## src/rtl/alu_share_arb.sv

```systemverilog
// alu_share_arb: two-requester round-robin sequencer for a shared saturating 16-bit ALU.
// Define ALU_ARB_FASTPATH_EN to regrant on the response handshake cycle.
module alu_share_arb #(
  parameter int RESET_PRIO  = 0,
  parameter int BUSY_CYCLES = 1
) (
  input  logic        clk,
  input  logic        rst_n,
  input  logic [1:0]  req_valid,
  output logic [1:0]  req_ready,
  input  logic [2:0]  req0_op,
  input  logic [2:0]  req1_op,
  input  logic [15:0] req0_a,
  input  logic [15:0] req0_b,
  input  logic [15:0] req1_a,
  input  logic [15:0] req1_b,
  output logic        rsp_valid,
  input  logic        rsp_ready,
  output logic        rsp_id,
  output logic [15:0] rsp_data,
  output logic        rsp_ovfl,
  output logic        rsp_zero,
  output logic        rsp_err
);
  typedef enum logic [1:0] {IDLE, BUSY, DONE} state_t;
  state_t state;
  logic last, id_q, gnt_id, can_grant, accept, add_ov, sub_ov, ov, err;
  logic [1:0] cnt;
  logic [2:0] op_q;
  logic [3:0] nib_ov;
  logic [15:0] a_q, b_q, add_sat, sub_sat, psa, sll, sra, res;
  logic [16:0] sum, dif;
  assign gnt_id = &req_valid ? ~last : req_valid[1];
`ifdef ALU_ARB_FASTPATH_EN
  assign can_grant = state == IDLE || (state == DONE && rsp_ready);
`else
  assign can_grant = state == IDLE;
`endif
  assign accept = can_grant && |req_valid;
  assign req_ready = accept ? (gnt_id ? 2'b10 : 2'b01) : 2'b00;
  assign sum = {a_q[15], a_q} + {b_q[15], b_q};
  assign dif = {a_q[15], a_q} - {b_q[15], b_q};
  assign add_ov = sum[16] ^ sum[15];
  assign sub_ov = dif[16] ^ dif[15];
  assign add_sat = add_ov ? {sum[16], {15{~sum[16]}}} : sum[15:0];
  assign sub_sat = sub_ov ? {dif[16], {15{~dif[16]}}} : dif[15:0];
  for (genvar i = 0; i < 4; i++) begin : g_nib
    logic [4:0] s;
    assign s = {a_q[4*i+3], a_q[4*i+:4]} + {b_q[4*i+3], b_q[4*i+:4]};
    assign nib_ov[i] = s[4] ^ s[3];
    assign psa[4*i+:4] = nib_ov[i] ? {s[4], {3{~s[4]}}} : s[3:0];
  end
  assign sll = a_q << b_q[3:0];
  assign sra = 16'($signed(a_q) >>> b_q[3:0]);
  always_comb begin
    res = 16'h0;
    ov = 1'b0;
    err = 1'b0;
    case (op_q)
      3'd0: begin res = add_sat; ov = add_ov; end
      3'd1: begin res = sub_sat; ov = sub_ov; end
      3'd2: begin res = psa; ov = |nib_ov; end
      3'd3: res = sll;
      3'd4: res = sra;
      default: err = 1'b1;
    endcase
  end
  always_ff @(posedge clk or negedge rst_n) begin
    if (!rst_n) begin
      state <= IDLE;
      last <= ~1'(RESET_PRIO);
      cnt <= 2'd0;
      id_q <= 1'b0;
      op_q <= 3'd0;
      a_q <= 16'h0;
      b_q <= 16'h0;
      rsp_valid <= 1'b0;
      rsp_id <= 1'b0;
      rsp_data <= 16'h0;
      rsp_ovfl <= 1'b0;
      rsp_zero <= 1'b0;
      rsp_err <= 1'b0;
    end else begin
      if (accept) begin
        state <= BUSY;
        last <= gnt_id;
        id_q <= gnt_id;
        op_q <= gnt_id ? req1_op : req0_op;
        a_q <= gnt_id ? req1_a : req0_a;
        b_q <= gnt_id ? req1_b : req0_b;
        cnt <= 2'(BUSY_CYCLES - 1);
      end else if (state == BUSY) begin
        if (cnt == 2'd0) begin
          state <= DONE;
          rsp_valid <= 1'b1;
          rsp_id <= id_q;
          rsp_data <= res;
          rsp_ovfl <= ov;
          rsp_zero <= res == 16'h0;
          rsp_err <= err;
        end else begin
          cnt <= cnt - 2'd1;
        end
      end else if (state == DONE && rsp_ready) begin
        state <= IDLE;
      end
      if (state == DONE && rsp_ready) rsp_valid <= 1'b0;
    end
  end
endmodule

```

## config.mk

```make
export PLATFORM = sky130hd
export DESIGN_NAME = alu_share_arb
export DESIGN_NICKNAME = d
export VERILOG_FILES = /design/src/rtl/alu_share_arb.sv
export SDC_FILE = /design/constraint.sdc
export NUM_CORES = 1
export LEC_CHECK = 0
export CAP_MARGIN = 30
export CORE_ASPECT_RATIO = 2
export CORE_UTILIZATION = 50
export CTS_BUF_LIST = sky130_fd_sc_hd__clkbuf_8
export DETAILED_ROUTE_END_ITERATION = 7
export HOLD_SLACK_MARGIN = 0.06
export PLACE_DENSITY = 0.74
export SYNTH_ARGS = -nofsm -noshare
export SYNTH_HDL_FRONTEND = slang
export SYNTH_SLANG_ARGS = --single-unit
```

## constraint.sdc

```tcl
create_clock -name clk -period 7.45 [get_ports clk]
set_clock_uncertainty 0.1 [all_clocks]
set_input_delay 1.8625 -clock clk [delete_from_list [all_inputs] [get_ports clk]]
set_output_delay 1.8625 -clock clk [all_outputs]
set_load 0.02 [all_outputs]
```

==> summary.txt <==
Worst setup path
  – Worst Path Arrival: about 3600 ps
  – Critical Path Fanout Max: 38
  – CP Cell Sequence: clkdlybuf4s50_1, nand2_1, and3_1, buf_4, clkdlybuf4s50_1
  – R2r setup slk: between 2000 and 3000 ps
  – CP Launch Type: input pin
  – CP peak stage delay: around 680 ps
  – Buf+Inv Stages, Crit Path: 3
  – Crit end category: output port
  – Critical path's most frequent cell: clkdlybuf4s50_1
  – Top Family by Delay on Critical Path: buffers and inverters
  – Crit path kind: input pin to output port
  – Req. time, crit path: approximately 5500 ps
  – Highest-delay cell along the critical path: clkdlybuf4s50_1

Drt
  – Drt pass-1 iters: 7
  – Wirelength per Cell: about 21 um
  – Vias/cell: 6.65
  – Via count: roughly 7.0k
  – Total wire length: roughly 22 mm
  – First-iteration detailed-routing DRC count: ~580
  – Routed Antenna Nets: 0
  – Number of remaining DRC errors: 2

Pwr
  – PwrDens: around 89 nW/um^2
  – Total power: around 710 uW
  – Maximum vdd ir drop: ~0.0001 V
  – P_leak: roughly 3.6 nW

Logic synthesis
  – Warnings, synthesis: 0
  – Cell taking the most area after synthesis: dfrtp_1
  – Mapped Area: slightly below 7000 sq um
  – Top cells by area, synth: dfrtp_1, ha_1, a222oi_1
  – Synth Instances: 835
  – Syn Area/Cell: 8.22 sq um
  – Synth cell types: 85
  – Post-synth top area share: 22.2%
  – Asr flop ratio synth: 100%
  – Post-synthesis net count: around 950
  – Primary FF master, synth: dfrtp_1
  – Post-synth EDFFs: 0
  – Seq cells post-synth: 62
  – Sequential share of the synthesized area: about 23%

Clock network
  – Clock Latency Late Sink: between 300 and 400 ps
  – Cts hold-fix bufs: 0
  – Post-CTS Setup Bufs: 0
  – Maximum clock path buffer count: 2
  – H-Tree Depth: 3
  – CTS buffer count: 9
  – CTS resizes: 0
  – Clk sinks: between 60 and 70
  – CTS tree: yes
  – Clock-pin slew on the worst setup and hold paths: about 80 ps
  – Root Driver: clkbuf_8

Global route
  – Global Route Usage Sum: 32.5%
  – Global Route met1 Usage: about a third
  – GRT Residual Overflow: 0
  – Antenna violations before repair: 0
  – M2 GR Usage: a little under three fifths
  – First-pass GRT wire length: 35.4 mm
  – GR peak layer: met2
  – Vias in the first global route: approximately 6.7k
  – Met3 Resource Use GR: under 10%
  – Largest net degree at the start of global routing: 63

Worst hold path
  – Worst hold path type: flop to flop

Timing
  – Achievable frequency: between 150 and 200 MHz
  – Max Slew Vio Count: 0
  – Final setup TNS: 0 ps
  – Setup-failing EPs final: 0
  – Final WS setup: between 1500 and 2000 ps
  – Worst Max-Slew Pin Slew: 825 ps
  – Final Hold Fails: 0
  – Unrepaired setup endpoints after global routing: no
  – Final worst path period share: around 75%
  – Slew headroom: 44.6%
  – Tmin final: around 5600 ps

Die
  – Die X: around 85 um
  – Row count: 60
  – Total core area: 13400 sq um
  – Die height: ~170 um
  – I/O pin total: between 90 and 100
  – Die footprint: between 10000 and 15000 sq um
  – Initial Utilization: roughly half

Layout
  – Layout cells sized above 1: approximately a tenth
  – Final #Nets: just over 1k
  – # diodes: 0
  – Area growth from synthesis to layout: 17.1%
  – Design Area, Final: between 8000 and 9000 sq um

Outcome
  – Failing checks: DRC
  – Status: complete, but fails checks

Placed design
  – Detailed placement HPWL: roughly 17 mm
  – Routability cong.: roughly 1
  – I/O Buffers: 97
  – Placed Area: between 7000 and 8000 sq um
  – DP Worst Slack: 1880 ps

Flow run
  – Maxcap violations: 0
==> power by group <==
part	switching (mW)	internal [mW]	total, mW
clock network	0.166	0.165	0.332
logic	0.0131	0.0337	0.0468
registers	0	0.336	0.336
total	0.179	0.535	0.715
==> routing by layer <==
layer	vias to the layer above	routed length, um
li1	3220	-
met1	3318	7840
met2	358	11500
met3	120	1070
met4	0	2080
met5	-	0
==> layout make-up <==
class	count	area, sq um
fill	1239	5400
multi-input combinational	638	4760
sequential	62	1550
timing repair buffer	106	1030
inverter	78	293
tap	155	194
clock buffer	10	138
clock inverter	6	67.6
==> sequential cells by signal, indices dropped and copies added (netlist names) <==
register,flops
b_q,16
rsp_valid,1
last,1
rsp_id,1
state,2
rsp_ovfl,1
rsp_zero,1
a_q,16
cnt,2
rsp_data,16
id_q,1
rsp_err,1
op_q,3
==> logic make-up after synthesis <==
kind of cell / Yosys count / share of synthesized area (%)
multiplexers: 56 / 10.0
buffers and inverters: 135 / 8.16
flip-flops: 62 / 22.6
XOR/XNOR: 34 / 4.34
AND/OR/NAND/NOR: 232 / 17.1
adder cells (fa/ha/maj): 46 / 8.68
AO/OA/AOI/OAI: 270 / 29.1
==> per-stage QoR <==
stage          utilization, %  std cells  hold slack (ps)
3_3_place_gp             58.3       1039              361
2_1_floorplan               -        835              346
3_5_place_dp             58.3       1039              366
5_1_grt                  59.8       1055              403
6_report                 59.8       1055              384
4_1_cts                  59.8       1055              385
==> synth_stat cells, types with 9 or more instances <==
| master | n |
|---|---|
| o211ai_1 | 18 |
| a222oi_1 | 35 |
| a211oi_1 | 10 |
| nand2b_1 | 12 |
| o21ai_0 | 33 |
| o21ai_1 | 21 |
| nor2_1 | 68 |
| inv_1 | 69 |
| mux2_2 | 9 |
| nor3_1 | 17 |
| xnor2_1 | 23 |
| a21o_1 | 9 |
| inv_2 | 9 |
| nor2b_1 | 13 |
| buf_2 | 16 |
| ha_1 | 34 |
| nand4_1 | 10 |
| dfrtp_1 | 61 |
| clkbuf_1 | 29 |
| xor2_1 | 11 |
| mux2i_1 | 32 |
| nand2_1 | 61 |
| a21oi_1 | 56 |
==> worst paths after layout <==
kind	start	end	cells after the start
setup / recovery	req_valid[0]	req_ready[1]	5
hold / removal	id_q$_DFFE_PN0P_	id_q$_DFFE_PN0P_	1
setup reg to reg	b_q[3]$_DFFE_PN0P_	rsp_zero$_DFFE_PN0P_	12
hold reg to reg	id_q$_DFFE_PN0P_	id_q$_DFFE_PN0P_	1
max in group asynchronous	rst_n	b_q[0]$_DFFE_PN0P_	2
min in group asynchronous	rst_n	rsp_data[6]$_DFFE_PN0P_	2
==> cells in the final DEF, fill, tap and decap left out, types with 7 or more instances in the layout <==
master,Yosys,layout
a211oi_1,10,10
a21o_1,9,9
a21oi_1,56,55
a21oi_2,6,7
a222oi_1,35,35
buf_4,5,9
clkbuf_8,0,10
clkdlybuf4s50_1,0,96
dfrtp_1,61,60
ha_1,34,34
inv_1,69,69
inv_2,9,9
maj3_1,7,7
mux2_2,9,9
mux2i_1,32,32
mux4_2,8,8
nand2_1,61,61
nand2b_1,12,12
nand3_1,8,8
nand4_1,10,10
nor2_1,68,68
nor2b_1,13,13
nor3_1,17,17
nor4_1,7,7
o211ai_1,18,18
o21a_1,7,7
o21ai_0,33,33
o21ai_1,21,20
o22ai_1,7,7
o31ai_1,8,8
xnor2_1,23,23
xor2_1,11,11
==> worst register-to-register path: stages (launching register included) <==
cell and delay (ps):
dfrtp_1 820, inv_1 350, ha_1 690, o21ai_1 170, o21ai_1 510, nand4_1 310, a311oi_1 590, nor2_1 90
a211oi_1 400, o2111ai_1 180, nor4_1 200, nand4_1 150, o31ai_1 220
Power figures use the tool's default switching activity.
